## config.mk

```make
export PLATFORM = sky130hd
export DESIGN_NAME = mem_access_unit
export DESIGN_NICKNAME = d
export VERILOG_FILES = /design/src/rtl/mem_access_pkg.sv /design/src/rtl/mem_access_unit_lane_mux.sv /design/src/rtl/mem_access_unit.sv
export SDC_FILE = /design/constraint.sdc
export NUM_CORES = 1
export LEC_CHECK = 0
export ABC_AREA = 1
export ABC_CLOCK_PERIOD_IN_PS = 3900
export CORE_ASPECT_RATIO = 0.75
export CORE_MARGIN = 8
export CORE_UTILIZATION = 51
export DETAILED_ROUTE_END_ITERATION = 6
export PLACE_DENSITY_LB_ADDON = 0.1
export SLEW_MARGIN = 20
export SYNTH_ARGS = -nofsm -noshare
export SYNTH_HDL_FRONTEND = slang
export SYNTH_HIERARCHICAL = 1
export SYNTH_SLANG_ARGS = --single-unit
```

## constraint.sdc

```tcl
create_clock -name clk -period 3.9 [get_ports clk]
set_clock_uncertainty 0.2 [all_clocks]
set_input_delay 0.78 -clock clk [delete_from_list [all_inputs] [get_ports clk]]
set_output_delay 0.78 -clock clk [all_outputs]
set_load 0.005 [all_outputs]
```

## src/rtl/mem_access_pkg.sv

```systemverilog
// Shared types and helpers for the load/store initiator (mem_access_unit).
package mem_access_pkg;

  localparam logic [1:0] SZ_BYTE = 2'b00;
  localparam logic [1:0] SZ_HALF = 2'b01;
  localparam logic [1:0] SZ_WORD = 2'b10;

  // Low address bits that select a byte within a word; cleared to form mem_adr.
  localparam logic [1:0] WORD_OFFSET_MASK = 2'b11;

  typedef enum logic [1:0] {
    IDLE  = 2'b00,
    READ  = 2'b01,
    WRITE = 2'b10,
    RESP  = 2'b11
  } state_e;

  function automatic logic is_misaligned(input logic [1:0] size, input logic [1:0] lo);
    logic mis;
    case (size)
      SZ_BYTE: mis = 1'b0;
      SZ_HALF: mis = lo[0];
      default: mis = |lo;
    endcase
    return mis;
  endfunction

  // Forces offending low address bits to zero for the access size.
  function automatic logic [1:0] align_lane(input logic [1:0] size, input logic [1:0] lo);
    logic [1:0] lane;
    case (size)
      SZ_BYTE: lane = lo;
      SZ_HALF: lane = {lo[1], 1'b0};
      default: lane = 2'b00;
    endcase
    return lane;
  endfunction

endpackage

```

## src/rtl/mem_access_unit_lane_mux.sv

```systemverilog
// lane_mux: load lane extraction/extension and store lane merge (little-endian).
module lane_mux
  import mem_access_pkg::*;
(
  input  logic [1:0]  size,
  input  logic [1:0]  lane,
  input  logic        is_unsigned,
  input  logic [31:0] rd_word,
  input  logic [31:0] wr_data,
  output logic [31:0] load_data,
  output logic [31:0] merged_word
);

  logic [7:0]  byte_s;
  logic [15:0] half_s;

  // Extract the addressed lane for loads and splice new lanes in for stores.
  always_comb begin
    load_data   = 32'h0000_0000;
    merged_word = rd_word;
    byte_s      = 8'h00;
    half_s      = 16'h0000;
    case (size)
      SZ_BYTE: begin
        byte_s = rd_word[{lane, 3'b000} +: 8];
        if (is_unsigned) begin
          load_data = {24'h00_0000, byte_s};
        end else begin
          load_data = {{24{byte_s[7]}}, byte_s};
        end
        merged_word[{lane, 3'b000} +: 8] = wr_data[7:0];
      end
      SZ_HALF: begin
        if (lane[1]) begin
          half_s             = rd_word[31:16];
          merged_word[31:16] = wr_data[15:0];
        end else begin
          half_s             = rd_word[15:0];
          merged_word[15:0]  = wr_data[15:0];
        end
        if (is_unsigned) begin
          load_data = {16'h0000, half_s};
        end else begin
          load_data = {{16{half_s[15]}}, half_s};
        end
      end
      default: begin
        load_data   = rd_word;
        merged_word = wr_data;
      end
    endcase
  end

endmodule

```

## src/rtl/mem_access_unit.sv

```systemverilog
// mem_access_unit: one-at-a-time byte/half/word load/store initiator with RMW sub-word stores.
// Optional build macro MISALIGN_TRAP_EN: misaligned requests respond with resp_err=1 and no memory access.
module mem_access_unit
  import mem_access_pkg::*;
#(
  parameter int ADDR_W = 32,
  parameter int DATA_W = 32
) (
  input  logic              clk,
  input  logic              rst_n,
  input  logic              req_valid,
  output logic              req_ready,
  input  logic              req_write,
  input  logic [1:0]        req_size,
  input  logic              req_unsigned,
  input  logic [ADDR_W-1:0] req_addr,
  input  logic [DATA_W-1:0] req_wdata,
  output logic              resp_valid,
  output logic [DATA_W-1:0] resp_rdata,
  output logic              resp_err,
  output logic [ADDR_W-1:0] mem_adr,
  output logic [DATA_W-1:0] mem_write_data,
  output logic              mem_read,
  output logic              mem_write,
  input  logic [DATA_W-1:0] mem_read_data
);

  state_e              state_q, state_d;
  logic                write_q, write_d;
  logic [1:0]          size_q, size_d;
  logic                unsigned_q, unsigned_d;
  logic [1:0]          lane_q, lane_d;
  logic [ADDR_W-1:0]   mem_adr_q, mem_adr_d;
  logic [DATA_W-1:0]   wdata_q, wdata_d;
  logic [DATA_W-1:0]   resp_rdata_q, resp_rdata_d;
  logic                resp_err_q, resp_err_d;

  logic                accept_s;
  logic                trap_s;
  logic                word_store_s;
  logic [DATA_W-1:0]   load_data_s;
  logic [DATA_W-1:0]   merged_s;

  lane_mux u_lane_mux (
    .size        (size_q),
    .lane        (lane_q),
    .is_unsigned (unsigned_q),
    .rd_word     (mem_read_data),
    .wr_data     (wdata_q),
    .load_data   (load_data_s),
    .merged_word (merged_s)
  );

  assign accept_s     = (state_q == IDLE) && req_valid;
  assign word_store_s = req_write && (req_size[1] == 1'b1);

  always_comb begin
`ifdef MISALIGN_TRAP_EN
    trap_s = is_misaligned(req_size, req_addr[1:0]);
`else
    trap_s = 1'b0;
`endif
  end

  // State register; reset drops mem_write immediately so no partial write commits.
  always_ff @(posedge clk or negedge rst_n) begin
    if (!rst_n) begin
      state_q <= IDLE;
    end else begin
      state_q <= state_d;
    end
  end

  always_comb begin
    state_d = state_q;
    case (state_q)
      IDLE: begin
        if (req_valid) begin
          if (trap_s) begin
            state_d = RESP;
          end else if (word_store_s) begin
            state_d = WRITE;
          end else begin
            state_d = READ;
          end
        end else begin
          state_d = IDLE;
        end
      end
      READ: begin
        if (write_q) begin
          state_d = WRITE;
        end else begin
          state_d = RESP;
        end
      end
      WRITE:   state_d = RESP;
      RESP:    state_d = IDLE;
      default: state_d = IDLE;
    endcase
  end

  always_comb begin
    req_ready  = 1'b0;
    mem_read   = 1'b0;
    mem_write  = 1'b0;
    resp_valid = 1'b0;
    case (state_q)
      IDLE:    req_ready  = 1'b1;
      READ:    mem_read   = 1'b1;
      WRITE:   mem_write  = 1'b1;
      RESP:    resp_valid = 1'b1;
      default: req_ready  = 1'b0;
    endcase
    mem_adr        = mem_adr_q;
    mem_write_data = wdata_q;
    resp_rdata     = resp_rdata_q;
    resp_err       = resp_err_q;
  end

  // Request latch at accept; READ either finalises a load result or folds in the store lanes.
  always_comb begin
    write_d      = write_q;
    size_d       = size_q;
    unsigned_d   = unsigned_q;
    lane_d       = lane_q;
    mem_adr_d    = mem_adr_q;
    wdata_d      = wdata_q;
    resp_rdata_d = resp_rdata_q;
    resp_err_d   = resp_err_q;
    if (accept_s) begin
      write_d      = req_write;
      size_d       = req_size;
      unsigned_d   = req_unsigned;
      lane_d       = align_lane(req_size, req_addr[1:0]);
      mem_adr_d    = req_addr & ~ADDR_W'(WORD_OFFSET_MASK);
      wdata_d      = req_wdata;
      resp_rdata_d = {DATA_W{1'b0}};
      resp_err_d   = trap_s;
    end else if (state_q == READ) begin
      if (write_q) begin
        wdata_d = merged_s;
      end else begin
        resp_rdata_d = load_data_s;
      end
    end else begin
      resp_err_d = resp_err_q;
    end
  end

  // Datapath registers.
  always_ff @(posedge clk or negedge rst_n) begin
    if (!rst_n) begin
      write_q      <= 1'b0;
      size_q       <= SZ_BYTE;
      unsigned_q   <= 1'b0;
      lane_q       <= 2'b00;
      mem_adr_q    <= {ADDR_W{1'b0}};
      wdata_q      <= {DATA_W{1'b0}};
      resp_rdata_q <= {DATA_W{1'b0}};
      resp_err_q   <= 1'b0;
    end else begin
      write_q      <= write_d;
      size_q       <= size_d;
      unsigned_q   <= unsigned_d;
      lane_q       <= lane_d;
      mem_adr_q    <= mem_adr_d;
      wdata_q      <= wdata_d;
      resp_rdata_q <= resp_rdata_d;
      resp_err_q   <= resp_err_d;
    end
  end

endmodule

```

==> results.json <==
{
  "clock_path_buffers": 2,
  "dp_cells": 1290,
  "route.met3.wl_um": 2640,
  "drtAntennaViolNets": 0,
  "start_util_pct": 51.3,
  "met1_length_um": 9850,
  "holdPathStages": 2,
  "core.rowCount": 36,
  "rsz0062_at_grt": "no",
  "crit_start": "lane_q[0]",
  "setup_viol": 0,
  "max_cap_viol_count": 0,
  "syn_area_per_cell_um2": 6.81,
  "overflow": 0,
  "cts-buffers-inserted": 9,
  "post-place-ws_ns": 1.13,
  "hp-class": "register to register",
  "grt_max_degree": 60,
  "grt_pass1_wl_um": 34600,
  "layout-drive-gt1-share_pct": 6.43,
  "dieWidth_um": 147,
  "dieArea_um2": 16800,
  "setup_slack_ns": 1.10,
  "routedWlPerCell_um": 16.9,
  "p_per_area_nw_per_um2": 730,
  "drt_iter0_markers": 763,
  "syn_inst": 964,
  "syn_area_um2": 6570,
  "rr_startpoint": "lane_q[0]",
  "hold_start": "mem_adr[19]",
  "critical_path_arrival_ns": 2.88,
  "area_growth_pct": 33.6,
  "ys_warn_count": 6,
  "io_buffer_count": 200,
  "grt_pass1_vias": 6511,
  "finalCritPeriodShare_pct": 71.8,
  "ys_types": 35,
  "cts_tree": "built",
  "routed_wirelength_um": 22100,
  "required_ns": 3.98,
  "die_h_um": 114,
  "instances_no_fill": 1306,
  "cts.htree.levels": 3,
  "cts_root_buffer": "clkbuf_16",
  "top_layer_used": "met4",
  "fin_setup_tns_ns": 0,
  "drv_slew": 0,
  "num-fill-cells": 1156,
  "core_um2": 12800,
  "clk_pin_slew_worst_paths_ns": 0.08,
  "synth_seq_cells": 102,
  "postCtsHoldBufs": 0,
  "irDropWorstVdd_mv": 0.507,
  "fmax_mhz": 357,
  "layout.nets": 1242,
  "r2r.worst_path.cells": 13,
  "cts.sinks": 102,
  "hold_viol": 0,
  "cts_setup_buffers": 0,
  "period_minus_slack_ns": 2.80,
  "status": "complete, no violations",
  "via_per_inst": 5.35,
  "ys_seq_area_share_pct": 38.9,
  "p_leak_nw": 4.60,
  "end_kind": "register",
  "max_slew_margin_pct": 39.3,
  "path_max_fanout": 14,
  "first_pass_iters": 6,
  "cts_resized": 0,
  "postPlaceCellArea_um2": 8460,
  "final_cell_area_um2": 8770,
  "grtUsageTotal_pct": 25.7,
  "drc_errors": 0,
  "dr_wl_met2_um": 9490,
  "synth_edf_count": 0,
  "tightest_slew_ns": 0.909,
  "gp_routability_congestion": 0.955,
  "antenna_found_initial": 0,
  "worstSetupPathType": "register to register",
  "hpwl_um": 16300,
  "diodes": 0,
  "ioPinCount": 204,
  "ys_async_sr_fraction_pct": 100,
  "cp-start-kind": "register",
  "worstSkewPairLatency_ns": 0.35,
  "vias": 6983,
  "dominantRegCellSynth": "dfrtp_1"
}
layer usage:
metal  track usage, %  vias up
li1                 -     3350
met5                0        -
met1             36.5     3220
met2             38.1      397
met3             8.02       16
met4             4.13        0
path summary, 6_finish.rpt:
kind                       slack, ns            endpoint
min in group asynchronous       0.30   mem_write_data[6]
setup / recovery                1.10  mem_write_data[17]
setup reg to reg                1.10  mem_write_data[17]
hold reg to reg                 0.28         mem_adr[19]
hold / removal                  0.28         mem_adr[19]
max in group asynchronous       2.47          mem_adr[2]
placed cells by master (no fill, tap or decap), drive strengths merged:
master,n
conb,3
inv,43
a21oi,4
o22ai,1
clkbuf,10
bufinv,1
buf,10
nand3,150
and2,6
o211ai,6
o21ai,22
ha,9
or2,6
nor2,51
a22oi,1
clkinv,4
nand3b,2
clkdlybuf4s50,199
nand4,3
nand2,502
dfrtp,102
state kept, by name, indices dropped and copies added (netlist names):
| name | flops |
|---|---|
| lane_q | 2 |
| mem_adr | 30 |
| mem_write_data | 32 |
| resp_rdata | 32 |
| size_q | 2 |
| state_q | 2 |
| unsigned_q | 1 |
| write_q | 1 |
worst max-delay path: stages (launching register included):
cell	delay [ns]
dfrtp_1	0.72
inv_1	0.31
ha_1	0.32
inv_1	0.11
nand3_1	0.10
nor2_1	0.39
nand2_1	0.11
nand2_1	0.08
nand2_1	0.04
nand2_1	0.09
nand2_1	0.06
nand2_1	0.08
nand2_1	0.05
nand2_1	0.06
power by group:
| part | switching, W | leakage [nW] | internal (W) |
|---|---|---|---|
| clock | 0.000433 | 0.151 | 0.000511 |
| combinational | 0.00201 | 3.14 | 0.00156 |
| sequential | 0.000379 | 1.31 | 0.00151 |
cells in the mapped netlist (2+ instances only):
| master | instances | area [µm²] |
|---|---|---|
| nand2_1 | 489 | 1840 |
| nand3_1 | 129 | 646 |
| dfrtp_1 | 102 | 2550 |
| nor2_1 | 46 | 173 |
| inv_1 | 36 | 135 |
| buf_2 | 21 | 105 |
| nand3_2 | 21 | 210 |
| buf_4 | 14 | 105 |
| o21ai_0 | 14 | 70.1 |
| buf_6 | 11 | 124 |
| nand2_2 | 11 | 68.8 |
| ha_1 | 9 | 113 |
| clkbuf_1 | 8 | 30.0 |
| o211ai_1 | 6 | 45.0 |
| and2_1 | 5 | 31.3 |
| o21ai_1 | 5 | 25.0 |
| or2_1 | 5 | 31.3 |
| a21oi_1 | 4 | 20.0 |
| inv_2 | 4 | 15.0 |
| nand4_1 | 3 | 18.8 |
| nor2_4 | 3 | 33.8 |
| o21ai_2 | 3 | 26.3 |
| buf_12 | 2 | 40.0 |
| nand3b_1 | 2 | 15.0 |
cells by family after synthesis:
| family | Yosys count | synth area share (%) |
|---|---|---|
| adder cells (fa/ha/maj) | 9 | 1.71 |
| flip-flops | 102 | 38.9 |
| buffers and inverters | 98 | 8.59 |
| other | 1 | 0.0571 |
| AND/OR/NAND/NOR | 720 | 47.7 |
| AO/OA/AOI/OAI | 34 | 3.05 |
per-stage QoR:
| stage | total power, W | hold slack, ns | utilization [%] |
|---|---|---|---|
| global placement | 0.00538 | 0.261 | 66.2 |
| CTS | 0.00641 | 0.283 | 68.6 |
| global route | 0.00691 | 0.302 | 68.6 |
| finish | 0.00640 | 0.279 | 68.6 |
| floorplan | 0.00401 | 0.249 | - |
| detailed placement | 0.00544 | 0.264 | 66.2 |
area by class of cell:
cell class	count	area, µm²	share of cell area (%)
multi-input combinational	766	3460	39.4
sequential	102	2550	29.1
timing repair buffer	209	2080	23.7
clock buffer	10	229	2.61
tap	171	214	2.44
inverter	42	160	1.83
clock inverter	6	78.8	0.899
Power figures use the tool's default switching activity.
